### src/rtl/fifo_pkg.sv
// Shared sizing for the single-clock show-ahead FIFO.
package fifo_pkg;

  localparam int DATASIZE_DEF   = 8;
  localparam int ADDRSIZE_DEF   = 4;
  localparam int AEMPTY_LVL_DEF = 1;
  localparam int DEPTH_DEF      = 1 << ADDRSIZE_DEF;
  localparam int PTRW_DEF       = ADDRSIZE_DEF + 1;

endpackage : fifo_pkg

### src/rtl/fifo_if.sv
// Producer/consumer handshake bundle for the FIFO.
interface fifo_if
  import fifo_pkg::*;
#(
  parameter int DATASIZE = DATASIZE_DEF
);

  logic [DATASIZE-1:0] WDATA_I;
  logic                WINC_I;
  logic                WFULL_O;
  logic                RINC_I;
  logic [DATASIZE-1:0] RDATA_O;
  logic                REMPTY_O;
  logic                AREMPTY_O;

  // Side that drives requests and write data (producer + consumer).
  modport master (
    output WDATA_I, WINC_I, RINC_I,
    input  WFULL_O, RDATA_O, REMPTY_O, AREMPTY_O
  );

  // FIFO side.
  modport slave (
    input  WDATA_I, WINC_I, RINC_I,
    output WFULL_O, RDATA_O, REMPTY_O, AREMPTY_O
  );

endinterface : fifo_if

### src/rtl/fifo_mem.sv
// Storage array: synchronous write port, asynchronous read port.
module fifo_mem
  import fifo_pkg::*;
#(
  parameter int DATASIZE = DATASIZE_DEF,
  parameter int ADDRSIZE = ADDRSIZE_DEF
) (
  input  logic                CLK_I,
  input  logic                wen_i,
  input  logic [ADDRSIZE-1:0] waddr_i,
  input  logic [DATASIZE-1:0] wdata_i,
  input  logic [ADDRSIZE-1:0] raddr_i,
  output logic [DATASIZE-1:0] rdata_o
);

  localparam int DEPTH = 1 << ADDRSIZE;

  logic [DATASIZE-1:0] mem_q [DEPTH];

  // Write the addressed word; contents are intentionally not reset.
  always_ff @(posedge CLK_I) begin
    if (wen_i) begin
      mem_q[waddr_i] <= wdata_i;
    end
  end

  assign rdata_o = mem_q[raddr_i];

endmodule : fifo_mem

### src/rtl/fifo_top.sv
// Single-clock FIFO: pointers, status flags, accept logic, head-word gating.
module fifo_top
  import fifo_pkg::*;
#(
  parameter int DATASIZE   = DATASIZE_DEF,
  parameter int ADDRSIZE   = ADDRSIZE_DEF,
  parameter int AEMPTY_LVL = AEMPTY_LVL_DEF
) (
  input  logic   CLK_I,
  input  logic   RST_I,
  fifo_if.slave  bus
);

  localparam int PTRW = ADDRSIZE + 1;

  logic [PTRW-1:0]     wptr_q, wptr_d;
  logic [PTRW-1:0]     rptr_q, rptr_d;
  logic [PTRW-1:0]     occ_s;
  logic                empty_s;
  logic                full_s;
  logic                wen_s;
  logic                ren_s;
  logic                mem_wen_s;
  logic [DATASIZE-1:0] mem_rdata_s;

  // Flags from registered pointers; acceptance and next pointers from them.
  always_comb begin
    occ_s   = wptr_q - rptr_q;
    empty_s = (wptr_q == rptr_q);
    full_s  = (wptr_q[ADDRSIZE-1:0] == rptr_q[ADDRSIZE-1:0]) &&
              (wptr_q[ADDRSIZE] != rptr_q[ADDRSIZE]);
    ren_s   = bus.RINC_I && !empty_s;
    // A pop on the same edge frees the slot, so a full FIFO can still accept.
    wen_s   = bus.WINC_I && (!full_s || ren_s);
    if (wen_s) begin
      wptr_d = wptr_q + PTRW'(1);
    end else begin
      wptr_d = wptr_q;
    end
    if (ren_s) begin
      rptr_d = rptr_q + PTRW'(1);
    end else begin
      rptr_d = rptr_q;
    end
    // Reset wins over a concurrent write, so nothing lands in storage.
    if (RST_I) begin
      mem_wen_s = 1'b0;
    end else begin
      mem_wen_s = wen_s;
    end
  end

  // Pointer registers with synchronous reset.
  always_ff @(posedge CLK_I) begin
    if (RST_I) begin
      wptr_q <= '0;
      rptr_q <= '0;
    end else begin
      wptr_q <= wptr_d;
      rptr_q <= rptr_d;
    end
  end

  fifo_mem #(
    .DATASIZE (DATASIZE),
    .ADDRSIZE (ADDRSIZE)
  ) u_mem (
    .CLK_I   (CLK_I),
    .wen_i   (mem_wen_s),
    .waddr_i (wptr_q[ADDRSIZE-1:0]),
    .wdata_i (bus.WDATA_I),
    .raddr_i (rptr_q[ADDRSIZE-1:0]),
    .rdata_o (mem_rdata_s)
  );

  assign bus.WFULL_O   = full_s;
  assign bus.REMPTY_O  = empty_s;
  assign bus.AREMPTY_O = (occ_s <= PTRW'(AEMPTY_LVL));
  assign bus.RDATA_O   = empty_s ? '0 : mem_rdata_s;

endmodule : fifo_top

### src/flat_wrapper.sv
// flat-port wrapper written by rule: the top's interface ports become plain ports
module fifo_top_flat import fifo_pkg::*;
#(
  parameter int DATASIZE   = DATASIZE_DEF,
  parameter int ADDRSIZE   = ADDRSIZE_DEF,
  parameter int AEMPTY_LVL = AEMPTY_LVL_DEF
)
  (CLK_I, RST_I, bus_WDATA_I, bus_WINC_I, bus_RINC_I, bus_WFULL_O, bus_RDATA_O, bus_REMPTY_O, bus_AREMPTY_O);
  fifo_if #(.DATASIZE(DATASIZE)) bus_i ();
  input  logic CLK_I;
  input  logic RST_I;
  input wire logic [$bits(bus_i.WDATA_I)-1:0] bus_WDATA_I;
  input wire logic [$bits(bus_i.WINC_I)-1:0] bus_WINC_I;
  input wire logic [$bits(bus_i.RINC_I)-1:0] bus_RINC_I;
  output wire logic [$bits(bus_i.WFULL_O)-1:0] bus_WFULL_O;
  output wire logic [$bits(bus_i.RDATA_O)-1:0] bus_RDATA_O;
  output wire logic [$bits(bus_i.REMPTY_O)-1:0] bus_REMPTY_O;
  output wire logic [$bits(bus_i.AREMPTY_O)-1:0] bus_AREMPTY_O;
  assign bus_i.WDATA_I = bus_WDATA_I;
  assign bus_i.WINC_I = bus_WINC_I;
  assign bus_i.RINC_I = bus_RINC_I;
  assign bus_WFULL_O = bus_i.WFULL_O;
  assign bus_RDATA_O = bus_i.RDATA_O;
  assign bus_REMPTY_O = bus_i.REMPTY_O;
  assign bus_AREMPTY_O = bus_i.AREMPTY_O;
  fifo_top #(.DATASIZE(DATASIZE), .ADDRSIZE(ADDRSIZE), .AEMPTY_LVL(AEMPTY_LVL)) u_core (.CLK_I(CLK_I), .RST_I(RST_I), .bus(bus_i));
endmodule
### config.mk
export PLATFORM = sky130hd
export DESIGN_NAME = fifo_top_flat
export DESIGN_NICKNAME = d
export VERILOG_FILES = /design/src/rtl/fifo_pkg.sv /design/src/rtl/fifo_if.sv /design/src/rtl/fifo_mem.sv /design/src/rtl/fifo_top.sv /design/src/flat_wrapper.sv
export SDC_FILE = /design/constraint.sdc
export NUM_CORES = 1
export LEC_CHECK = 0
export CAP_MARGIN = 20
export CORE_AREA = 2 2 117 119
export DETAILED_ROUTE_END_ITERATION = 6
export DIE_AREA = 0 0 119 121
export MAX_ROUTING_LAYER = met4
export PLACE_DENSITY_LB_ADDON = 0.12
export REMOVE_ABC_BUFFERS = 1
export SYNTH_ARGS = -nofsm -noshare
export SYNTH_HDL_FRONTEND = slang
export SYNTH_SLANG_ARGS = --single-unit
### constraint.sdc
create_clock -name CLK_I -period 2.6 [get_ports CLK_I]
set_clock_uncertainty 0.15 [all_clocks]
set_input_delay 0.78 -clock CLK_I [delete_from_list [all_inputs] [get_ports CLK_I]]
set_output_delay 0.78 -clock CLK_I [all_outputs]
set_load 0.02 [all_outputs]
==> impl_metrics.toml, run 1 <==
[outcome]
status = "complete, but fails checks"
failed_checks = "negative setup slack"

[yosys]
avgSynthCellArea_um2 = 18.64
post_synth_main_area_contributors = "edfxtp_1 (66%), mux4_2 (8.9%), dfxtp_1 (4.8%)"
combinational_family_with_the_most_area_after_synthesis = "multiplexers"
synth-seq-cells = 142
synth-compound-area-share_pct = 3.916
post_synth_num_cell_types = 33
asyncSetResetFlopFracSynth_pct = 0
sequential_cell_area_fraction_in_the_yosys_report_pct = 70.91
post-synth-top-area-fraction_pct = 66.09
number_of_warnings_reported_in_the_yosys_synthesis_log = 0
syn_area_um2 = 5816
ys_top_cells_by_count = "edfxtp_1 (128), nor2_1 (27), mux4_2 (23), a211oi_1 (17), dfxtp_1 (14)"
xor_xnor_cell_area_share_of_the_yosys_netlist_pct = 1.355
number_of_enable_flip_flop_cells_after_synthesis = 128
synth.mux.area_fraction_pct = 14.52
post_syn_instances = 312
synth-simple-area-share_pct = 4.862
dominant_cell_by_count_in_the_synthesized_netlist = "edfxtp_1"
adder_cell_share_of_the_synthesized_area_pct = 2.281
yosys.area.top_type = "edfxtp_1"
synth-main-ff-cell = "edfxtp_1"

[drt]
drt_iter0_markers = 277
drc_errors = 0
via_count = 3192
route.antenna.remaining_nets = 0
drt_first_pass_iters = 4
detail_route.vias_per_cell = 5.199
avgRoutedWirePerCell_um = 20.14
route.final.wire_length_um = 12370

[placement]
dpl.hpwl_um = 8646
place.detailed.instances = 570
placement.io_buffers = 22
routabilityCongestion = 0.7960
dpl_cell_area_um2 = 6753
dp_slack_ps = -600.3

[clock_tree]
cts_htree_levels = 4
clk-insertion-delay-late_ps = 410
path_clk_slew_ps = 60
cts_root_buffer = "clkbuf_16"
cts_bufs_inserted = 17
cts_tree = "built"
clkSinkCount = 142
cts.path.max_buffers = 2

[floorplanning]
dieArea_um2 = 14400
fp.dieH_um = 121
boundaryPins = 23
core_um2 = 13090
initial_utilization_pct = 44.44
std_cell_rows = 42
dieWidth_um = 119

[setup_path]
cpMaxStageDelayCell = "mux4_2"
cp.required_ps = 1670
timing_worst_setup_path_type = "flop to primary output"
cp_max_fo = 6
reg2reg_from = "u_core.rptr_q[4]"
critical-path-top-cell-by-count = "a211oi_1"
critPathCaptureType = "primary output"
critical-path-max-stage-delay_ps = 500
worstSetupStartpointType = "flop"
timing.critical_path.cells = "buf_6 -> mux4_2 -> nor2b_1 -> a211oi_1 -> a211oi_1 -> buf_2"
worst-endpoint-arrival_ps = 2080

[global_routing]
gr-total-overflow = 0
grt_pass1_vias = 3351
first_pass_grt_wire_length_um = 19040
maximum_number_of_pins_on_one_net_before_global_route_repair = 17
antenna_found_initial = 0
grtUsageTotal_pct = 19.03

[power]
vdd_drop_max_mv = 0.3741
power_density_nw_per_um2 = 800.4
power_leakage_nw = 2.637

[layout]
cell_count_final_fillers_out = 614
fin_util_pct = 58.66
post_route_cells_drive_above_1_share_pct = 45.66
area_growth_pct = 31.99
antennaDiodeCount = 0
final_net_count = 447
final_design_area_no_fill_um2 = 7676

[sta]
rsz_0062_raised_after_global_routing = "true"
setup_viol_count_final = 9
period_share_pct = 115.6
timing.final.hold_violations = 0
slew_headroom_pct = 61.26
max_slew.worst_pin.slew_ps = 579.2
hold-worst-slack_ps = 474.7
post-route-worst-setup-slack_ps = -405.7
finalMaxSlewViolations = 0
max_clock_freq_ghz = 0.3327
period_needed_ps = 3006

[min_path]
min_path_type = "flop to flop"
worst_hold_startpoint = "u_core.wptr_q[4]"

[flow_run]
drv.max_cap_violation_count = 0
[flip-flops by register name (all words and copies together) (netlist names), named ones only]
name	flops
u_core.rptr_q	5
u_core.wptr_q	5
u_core.u_mem.mem_q	128
[critical path, delay by kind of cell, from the launching register on]
family	cells	cell delay, ps
simple gates	1	150
compound gates	2	300
buf+inv	2	320
mux	1	500
flops	1	400
[what timing repair did]
action,CTS,global route
hold buffers,0,0
resized for setup,111,18
setup endpoints to repair,11,11
pin swaps,23,20
setup buffers,8,8
[cells in the final DEF, fill, tap and decap left out, types with 5 or more instances in the layout]
cell,instances
mux2i_1,7
nor2_1,25
xor2_1,5
nor2b_1,5
clkbuf_16,17
buf_4,80
clkdlybuf4s50_1,11
a211oi_2,12
o21ai_0,6
edfxtp_1,128
dfxtp_1,7
mux4_2,31
buf_6,9
dfxtp_2,5
ha_1,5
buf_12,5
[report_power, final]
part | total, mW | switching [mW] | internal, mW
clock network | 2.52 | 0.867 | 1.65
registers | 2.55 | 0.0328 | 2.52
logic | 1.07 | 0.528 | 0.543
total | 6.14 | 1.43 | 4.72
[cell type report]
type / instances / area (um^2)
tap: 176 / 220.2
clock inverter: 11 / 163.9
fill: 1003 / 5409
multi-input combinational: 150 / 1743
clock buffer: 21 / 460.4
inverter: 5 / 18.77
timing repair buffer: 109 / 932.1
sequential: 142 / 4138
[worst paths after layout]
kind / to / cells after the start / slack, ps
worst min register to register: u_core.wptr_q[4] / 3 / 470
worst min-delay path: u_core.wptr_q[4] / 3 / 470
worst max-delay path: bus_RDATA_O[2] / 6 / -410
worst max register to register: u_core.u_mem.mem_q[5][6] / 6 / 300
[kinds of logic after synthesis]
| family | count (synthesis) |
|---|---|
| DFF | 142 |
| and+or+nand+nor | 57 |
| muxes | 41 |
| AOI/OAI and AO/OA | 33 |
| buffers and inverters | 20 |
| adders and majority gates | 10 |
| xor gates and xnor gates | 9 |
[metrics by stage]
stage          total power, mW  TNS, ps
2_1_floorplan            3.065    -5390
3_3_place_gp             3.517    -9601
3_5_place_dp             3.522   -12210
4_1_cts                  6.152    -3778
5_1_grt                  6.380    -4205
6_report                 6.144    -3377
[layer usage]
layer | global-route usage, % | vias to the layer above | wire length [um]
met3 | 4.464 | 10 | 372
met5 | - | - | 0
li1 | - | 1479 | -
met4 | 7.515 | 0 | 200
met1 | 24.17 | 1641 | 5592
met2 | 29.96 | 62 | 6203
Note: power is estimated with default switching activity, not from simulation.
==> run 2, diff against run 1 <==
Settings changed: SKIP_LAST_GASP set to 1.
Clock period 2.6 ns to 3.9 ns, I/O delays scaled along.
==> impl_metrics.toml, run 2 (synthesis results as in run 1) <==
[outcome]
status = "complete, no violations"

[global_routing]
gr-total-overflow = 0
grtUsageTotal_pct = 17.57
maximum_number_of_pins_on_one_net_before_global_route_repair = 33
first_pass_grt_wire_length_um = 17580
antenna_found_initial = 0
grt_pass1_vias = 3102

[flow_run]
drv.max_cap_violation_count = 0

[clock_tree]
cts_root_buffer = "clkbuf_16"
clk-insertion-delay-late_ps = 420
cts-hold-fix-buffers = 0
cts.path.max_buffers = 2
post_cts_resized = 6
post_cts.repair.setup_buffers = 0
cts_tree = "built"
cts_htree_levels = 4
path_clk_slew_ps = 60
clkSinkCount = 142
cts_bufs_inserted = 17

[drt]
route.antenna.remaining_nets = 0
detail_route.vias_per_cell = 5.252
via_count = 2920
drc_errors = 0
route.final.wire_length_um = 11170
drt_iter0_markers = 249
avgRoutedWirePerCell_um = 20.10
drt_first_pass_iters = 4

[setup_path]
reg2reg_from = "u_core.wptr_q[3]"
critical-path-top-cell-by-count = "a211oi_1"
r2r_slack_ps = 1350
cp_max_fo = 14
reg2reg_depth = 7
timing.critical_path.cells = "buf_4 -> mux4_1 -> a211oi_1 -> a211oi_1 -> dlygate4sd2_1"
cpMaxStageDelayCell = "mux4_1"
timing_worst_setup_path_type = "flop to primary output"
cp.required_ps = 2580
end_of_the_critical_path = "bus_RDATA_O[0]"
critical-path-max-stage-delay_ps = 590
worstReg2RegEnd = "u_core.u_mem.mem_q[14][4]"
worst-endpoint-arrival_ps = 2390
worstSetupStartpointType = "flop"
critPathCaptureType = "primary output"

[floorplanning]
initial_utilization_pct = 44.44
dieWidth_um = 119
fp.dieH_um = 121
boundaryPins = 23
dieArea_um2 = 14400
core_um2 = 13090
std_cell_rows = 42

[power]
vdd_drop_max_mv = 0.3030
power_leakage_nw = 2.311
power_density_nw_per_um2 = 548.1

[placement]
dpl_cell_area_um2 = 6395
routabilityCongestion = 0.7731
placement.io_buffers = 22
dpl.hpwl_um = 7348

[layout]
most-common-layout-cells = "edfxtp_1 (128), nor2_1 (27), buf_4 (27), mux4_2 (23)"
max_flop_register = "u_core.u_mem.mem_q"
area_growth_pct = 20.25
largest_register_ff_count = 128
final_design_area_no_fill_um2 = 6993
antennaDiodeCount = 0
post_route_cells_drive_above_1_share_pct = 22.37
leading_cell_type_in_the_layout_fill_and_taps_excluded = "edfxtp_1"
final_net_count = 389
reg.largest.list = "u_core.u_mem.mem_q (128), u_core.rptr_q (5), u_core.wptr_q (5)"

[sta]
hold-worst-slack_ps = 382.8
rsz_0062_raised_after_global_routing = "false"
max_clock_freq_ghz = 0.2693
finalMaxSlewViolations = 0
setup_viol_count_final = 0
max_slew.worst_pin.slew_ps = 600.4
period_needed_ps = 3713
slew_headroom_pct = 59.92
period_share_pct = 95.21
timing.final.hold_violations = 0
finalSetupTns_ps = 0

[min_path]
worst_hold_startpoint = "u_core.wptr_q[1]"
min_delay_path_depth = 2
min_path_type = "flop to flop"
==> run 2: changes by cell type in the layout (fill, tap and decap cells not counted), moves of 5 or more <==
cell,before,now
buf_6,9,0
buf_4,80,27
a211oi_1,4,17
mux4_1,1,9
mux4_2,31,23
dfxtp_1,7,12
dlygate4sd2_1,0,6
a211oi_2,12,0
==> run 2: layout make-up <==
| class | instances | area [um^2] |
|---|---|---|
| well taps | 176 | 220.2 |
| multi-input cells | 150 | 1567 |
| clock inverters | 14 | 168.9 |
| fillers | 1032 | 6092 |
| repair buffers | 51 | 462.9 |
| flip-flops and latches | 142 | 4126 |
| clock buffers | 18 | 429.2 |
| inverters | 5 | 18.77 |
==> run 2: power breakdown <==
group / switching [mW] / internal (mW) / leakage (nW)
logic: 0.290 / 0.244 / 0.764
registers: 0.0130 / 1.68 / 1.27
clock network: 0.603 / 1.00 / 0.280
==> run 2: how the worst min path moves through the flow <==
stage	endpoint	slack, ps
global route	u_core.wptr_q[4]	440
detailed placement	u_core.rptr_q[3]	380
floorplan	flop	320
CTS	flop	390
finish	u_core.wptr_q[1]	380
global placement	u_core.rptr_q[3]	370
==> run 2: metrics by stage <==
stage          instances  util (%)  total power, mW  worst slack, ps
3_3_place_gp         524     48.87            2.286            353.9
5_1_grt              556     53.44            3.980            28.06
3_5_place_dp         524     48.87            2.289            316.5
2_1_floorplan        297         -            2.043            250.2
6_report             556     53.44            3.833            186.8
4_1_cts              556     53.39            3.877            25.08
==> run 2: critical path: cells and delay by family (launching register included) <==
family                 cells  cell delay, ps
multiplexers               1             590
flip-flops                 1             370
buffers and inverters      2             650
AO/OA/AOI/OAI              2             360
==> run 2: layer usage <==
metal | GRT usage [%] | vias to the layer above | routed length, um
li1 | - | 1372 | -
met1 | 21.43 | 1498 | 4920
met2 | 28.59 | 35 | 5826
met3 | 4.088 | 15 | 271
met4 | 7.143 | 0 | 155
met5 | - | - | 0
